### config.mk
export PLATFORM = sky130hd
export DESIGN_NAME = mem_arbiter
export DESIGN_NICKNAME = d
export VERILOG_FILES = /design/src/rtl/mem_arbiter.sv
export SDC_FILE = /design/constraint.sdc
export NUM_CORES = 1
export LEC_CHECK = 0
export CAP_MARGIN = 10
export CORE_MARGIN = 2
export CORE_UTILIZATION = 46
export DETAILED_ROUTE_END_ITERATION = 10
export HOLD_SLACK_MARGIN = 0.12
export PLACE_DENSITY = 0.81
export SYNTH_ARGS = -nofsm -noshare
export SYNTH_HDL_FRONTEND = slang
export SYNTH_SLANG_ARGS = --single-unit
### constraint.sdc
create_clock -name clk -period 4.8 [get_ports clk]
set_clock_uncertainty 0.2 [all_clocks]
set_input_delay 0.96 -clock clk [delete_from_list [all_inputs] [get_ports clk]]
set_output_delay 0.96 -clock clk [all_outputs]
set_load 0.01 [all_outputs]
### src/rtl/mem_arbiter.sv
// Arbitrates the unified 16-bit memory between two-beat instruction fetches and one-beat data accesses.
// Optional fetch anti-starvation counter is enabled by defining MEM_ARB_STARVE_EN.
module mem_arbiter #(
    parameter int unsigned STARVE_MAX = 4
) (
    input  logic        clk,
    input  logic        rst,
    input  logic        if_req,
    input  logic [31:0] if_addr,
    input  logic        if_kill,
    output logic        if_valid,
    output logic [31:0] if_data,
    input  logic        me_req,
    input  logic        me_wr,
    input  logic [31:0] me_addr,
    input  logic [15:0] me_wdata,
    output logic        me_done,
    output logic [15:0] me_rdata,
    output logic        mem_req,
    output logic        mem_we,
    output logic [31:0] mem_addr,
    output logic [15:0] mem_wdata,
    input  logic [15:0] mem_rdata,
    input  logic        mem_ack,
    output logic        busy
);

    typedef enum logic [1:0] {
        IDLE  = 2'd0,
        IF_HI = 2'd1,
        IF_LO = 2'd2,
        DATA  = 2'd3
    } state_t;

    state_t      state;
    logic [15:0] hi_q;
    logic        kill_q;
    logic        lo_wait;
    logic        fetch_forced;
    logic        grant_data;
    logic        grant_fetch;

`ifdef MEM_ARB_STARVE_EN
    localparam int unsigned SW = $clog2(STARVE_MAX + 2);

    logic [SW-1:0] starve_q;

    always_comb begin
        fetch_forced = if_req && (starve_q == SW'(STARVE_MAX));
    end

    // Counts data grants that overtook a waiting fetch; saturates at the limit.
    always_ff @(posedge clk or posedge rst) begin
        if (rst) begin
            starve_q <= '0;
        end else if (grant_fetch) begin
            starve_q <= '0;
        end else if (grant_data && if_req && (starve_q != SW'(STARVE_MAX))) begin
            starve_q <= starve_q + SW'(1);
        end
    end
`else
    always_comb begin
        fetch_forced = 1'b0;
    end
`endif

    always_comb begin
        grant_data  = 1'b0;
        grant_fetch = 1'b0;
        if (state == IDLE) begin
            grant_data  = me_req && !fetch_forced;
            grant_fetch = if_req && !grant_data;
        end
    end

    always_ff @(posedge clk or posedge rst) begin
        if (rst) begin
            state     <= IDLE;
            hi_q      <= '0;
            kill_q    <= 1'b0;
            lo_wait   <= 1'b0;
            if_valid  <= 1'b0;
            if_data   <= '0;
            me_done   <= 1'b0;
            me_rdata  <= '0;
            mem_req   <= 1'b0;
            mem_we    <= 1'b0;
            mem_addr  <= '0;
            mem_wdata <= '0;
            busy      <= 1'b0;
        end else begin
            if_valid <= 1'b0;
            me_done  <= 1'b0;
            case (state)
                IDLE: begin
                    kill_q <= 1'b0;
                    if (grant_data) begin
                        state     <= DATA;
                        busy      <= 1'b1;
                        mem_req   <= 1'b1;
                        mem_we    <= me_wr;
                        mem_addr  <= me_addr;
                        mem_wdata <= me_wdata;
                    end else if (grant_fetch) begin
                        state    <= IF_HI;
                        busy     <= 1'b1;
                        mem_req  <= 1'b1;
                        mem_addr <= if_addr;
                    end
                end
                IF_HI: begin
                    if (if_kill) begin
                        kill_q <= 1'b1;
                    end
                    if (mem_ack) begin
                        hi_q    <= mem_rdata;
                        mem_req <= 1'b0;
                        lo_wait <= 1'b1;
                        state   <= IF_LO;
                    end
                end
                IF_LO: begin
                    if (if_kill) begin
                        kill_q <= 1'b1;
                    end
                    // First IF_LO cycle keeps mem_req low so each beat is a distinct request.
                    if (lo_wait) begin
                        lo_wait  <= 1'b0;
                        mem_req  <= 1'b1;
                        mem_addr <= mem_addr + 32'd1;
                    end else if (mem_ack) begin
                        mem_req <= 1'b0;
                        kill_q  <= 1'b0;
                        busy    <= 1'b0;
                        state   <= IDLE;
                        if (!(kill_q || if_kill)) begin
                            if_valid <= 1'b1;
                            if_data  <= {hi_q, mem_rdata};
                        end
                    end
                end
                DATA: begin
                    if (mem_ack) begin
                        if (!mem_we) begin
                            me_rdata <= mem_rdata;
                        end
                        me_done   <= 1'b1;
                        mem_req   <= 1'b0;
                        mem_we    <= 1'b0;
                        mem_wdata <= '0;
                        busy      <= 1'b0;
                        state     <= IDLE;
                    end
                end
                default: begin
                    state <= IDLE;
                end
            endcase
        end
    end

endmodule

==> impl_metrics.env <==
export IMPL_synthMuxAreaShare_pct=16.83
export IMPL_fp_dieH_um=118.2
export IMPL_num_vias=5207
export IMPL_grt_pass1_wl_um=27290
export IMPL_synth_common_cells="121 x dfrtp_1, 79 x mux2_2, 74 x nand2_1, 43 x a21oi_1, 29 x clkbuf_1"
export IMPL_final_cells=936
export IMPL_clockRootBuffer="clkbuf_16"
export IMPL_rows=41
export IMPL_path_class="in -> reg"
export IMPL_place_gp_congestion=0.8876
export IMPL_tightest_slew_ns=1.025
export IMPL_hold_viol=0
export IMPL_die_area_um2=13970
export IMPL_synthSimpleGateAreaFrac_pct=15.83
export IMPL_pre_cts_ws_ns=1.216
export IMPL_period_minus_slack_ns=3.095
export IMPL_whs_ns=0.2679
export IMPL_grt_pass1_vias=5295
export IMPL_synth_edf_count=0
export IMPL_rrSetupSlack_ns=1.74
export IMPL_drc=0
export IMPL_synth_top_family_by_area="multiplexers"
export IMPL_fmax_ghz=0.3231
export IMPL_core_area_um2=12670
export IMPL_total_power_mw=5.980
export IMPL_gr_total_overflow=0
export IMPL_ys_ff_latch=121
export IMPL_rsz0062_at_grt="no"
export IMPL_vias_per_cell=5.563
export IMPL_fin_area_um2=8783
export IMPL_arrival_ns=3.21
export IMPL_synth_top_flop_cell="dfrtp_1"
export IMPL_p_leak_nw=3.708
export IMPL_clk_pin_slew_ns=0.05
export IMPL_power_density_nw_per_um2=680.8
export IMPL_clockBufferDepth=2
export IMPL_wl_um=16790
export IMPL_ant_nets=0
export IMPL_yosysTopAreaCell="dfrtp_1"
export IMPL_grt_util_all_layers_pct=24.60
export IMPL_synth_distinct_cells=49
export IMPL_avgRoutedWirePerCell_um=17.94
export IMPL_layout_drive_gt1_share_pct=17.41
export IMPL_ys_seq_area_share_pct=50.47
export IMPL_min_period_over_period_pct=64.47
export IMPL_nNetsFinal=863
export IMPL_finalSetupViolCount=0
export IMPL_avgSynthCellArea_um2=10.73
export IMPL_antenna_found_initial=0
export IMPL_synth_adder_area_share_pct=1.460
export IMPL_status="finished, final reports clean"
export IMPL_grt_max_degree=84
export IMPL_post_cts_buffers=0
export IMPL_syn_nets=669
export IMPL_hold_class="reg -> reg"
export IMPL_io_pins=204
export IMPL_endpoint_kind="flip-flop"
export IMPL_fin_ws_ns=1.705
export IMPL_cts_resized=0
export IMPL_place_area_um2=8184
export IMPL_h_tree_depth=4
export IMPL_dieWidth_um=118.2
export IMPL_antenna_cells=0
export IMPL_syn_to_final_growth_pct=46.40
export IMPL_async_reset_ff_share_pct=100.0
export IMPL_setup_tns_final_ns=0
export IMPL_max_vdd_ir_drop_mv=0.3799
export IMPL_cts_sinks=121
export IMPL_worst_ep_required_time_ns=4.92
export IMPL_numCtsBuffers=17
export IMPL_synth_top_area_share_pct=50.47
export IMPL_cap_violations=0
export IMPL_dp_hpwl_um=11760
export IMPL_critical_path_max_fanout=20
export IMPL_syn_area_um2=6000
export IMPL_dp_cells=906
export IMPL_drtIter0Drc=380
export IMPL_synth_compound_area_share_pct=12.47
export IMPL_relSlewSlack_pct=31.64
export IMPL_synthXorXnorAreaFrac_pct=0
export IMPL_clkLatencyLatePin_ns=0.41
export IMPL_initial_core_util_pct=47.35
export IMPL_portBuffers=203
export IMPL_post_route_util_pct=69.32
export IMPL_hold_buffers=0
export IMPL_dr_pass1_iters=4
export IMPL_start_kind="primary input"
export IMPL_yosysWarnings=0
export IMPL_cts_tree="built"
export IMPL_synthesis_instances=559
export IMPL_yosysMostFrequentCell="dfrtp_1"
export IMPL_ys_top_cells_by_area="dfrtp_1 50%, mux2_2 15%, nand2_1 4.6%, a21oi_1 3.6%, nand3b_1 2.4%"
export IMPL_slew_viol_final=0
final timing paths:
check | from | end | depth (start not counted)
max in group asynchronous | rst | hi_q[7]$_DFFE_PP0P_ | 3
worst max register to register | state[1]$_DFFE_PP0P_ | mem_addr[30]$_DFFE_PP0P_ | 8
worst max-delay path | me_req | mem_addr[30]$_DFFE_PP0P_ | 7
min in group asynchronous | rst | if_valid$_DFF_PP0_ | 2
worst min-delay path | mem_wdata[3]$_DFFE_PP0P_ | mem_wdata[3]$_DFFE_PP0P_ | 2
worst min register to register | mem_wdata[3]$_DFFE_PP0P_ | mem_wdata[3]$_DFFE_PP0P_ | 2
sequential cells by signal, indices dropped and copies added, names as in the netlist:
signal,count
hi_q,16
mem_wdata,16
kill_q,1
mem_req,1
mem_addr,32
me_rdata,16
lo_wait,1
state,2
busy,1
mem_we,1
me_done,1
if_data,32
if_valid,1
where the power goes:
part           internal, mW  switching [mW]  leakage (nW)
clock network         0.836           0.453         0.279
logic                  1.45            1.32          1.96
registers              1.51           0.404          1.47
total                  3.80            2.18          3.71
layout by cell type, fill, tap and decap left out, types with 8 or more instances in the layout:
cell,Yosys,routed
nand4_1,9,9
o21ai_0,13,13
a21oi_1,43,42
a211oi_1,12,12
buf_4,0,9
o22a_1,8,8
nor3_1,9,9
mux2i_1,12,12
nor2_1,15,15
mux2_2,79,79
inv_1,10,9
clkbuf_16,0,17
nand3b_1,19,19
o22ai_1,9,9
nand3_1,11,11
dfrtp_1,121,121
and3_1,14,14
clkdlybuf4s50_1,0,203
nand2_1,74,74
layout make-up:
cell class	instances	area, um2
sequential	121	3028
clock buffer	19	452.9
fill	950	3887
multi-input combinational	391	2801
clock inverter	11	146.4
timing repair buffer	212	2100
inverter	10	40.04
tap	172	215.2
layer usage:
metal / wire, um / vias to the layer above / GRT usage [%]
li1: - / 2418 / -
met1: 6526 / 2540 / 28.68
met2: 8256 / 219 / 40.82
met3: 1664 / 30 / 9.604
met4: 341 / 0 / 9.488
met5: 0 / - / 0
kinds of logic after synthesis:
group / after synthesis
adder cells (fa/ha/maj): 7
AO/OA/AOI/OAI: 115
AND/OR/NAND/NOR: 178
multiplexers: 91
buffers and inverters: 47
flip-flops: 121
critical path, cell delays in order:
cell,delay [ns]
clkdlybuf4s50_1,0.48
buf_4,0.18
and2_1,0.82
buf_4,0.30
nand2_1,0.06
and3_1,0.18
a311oi_1,0.24
No activity file was read; power rests on OpenSTA's default activity.
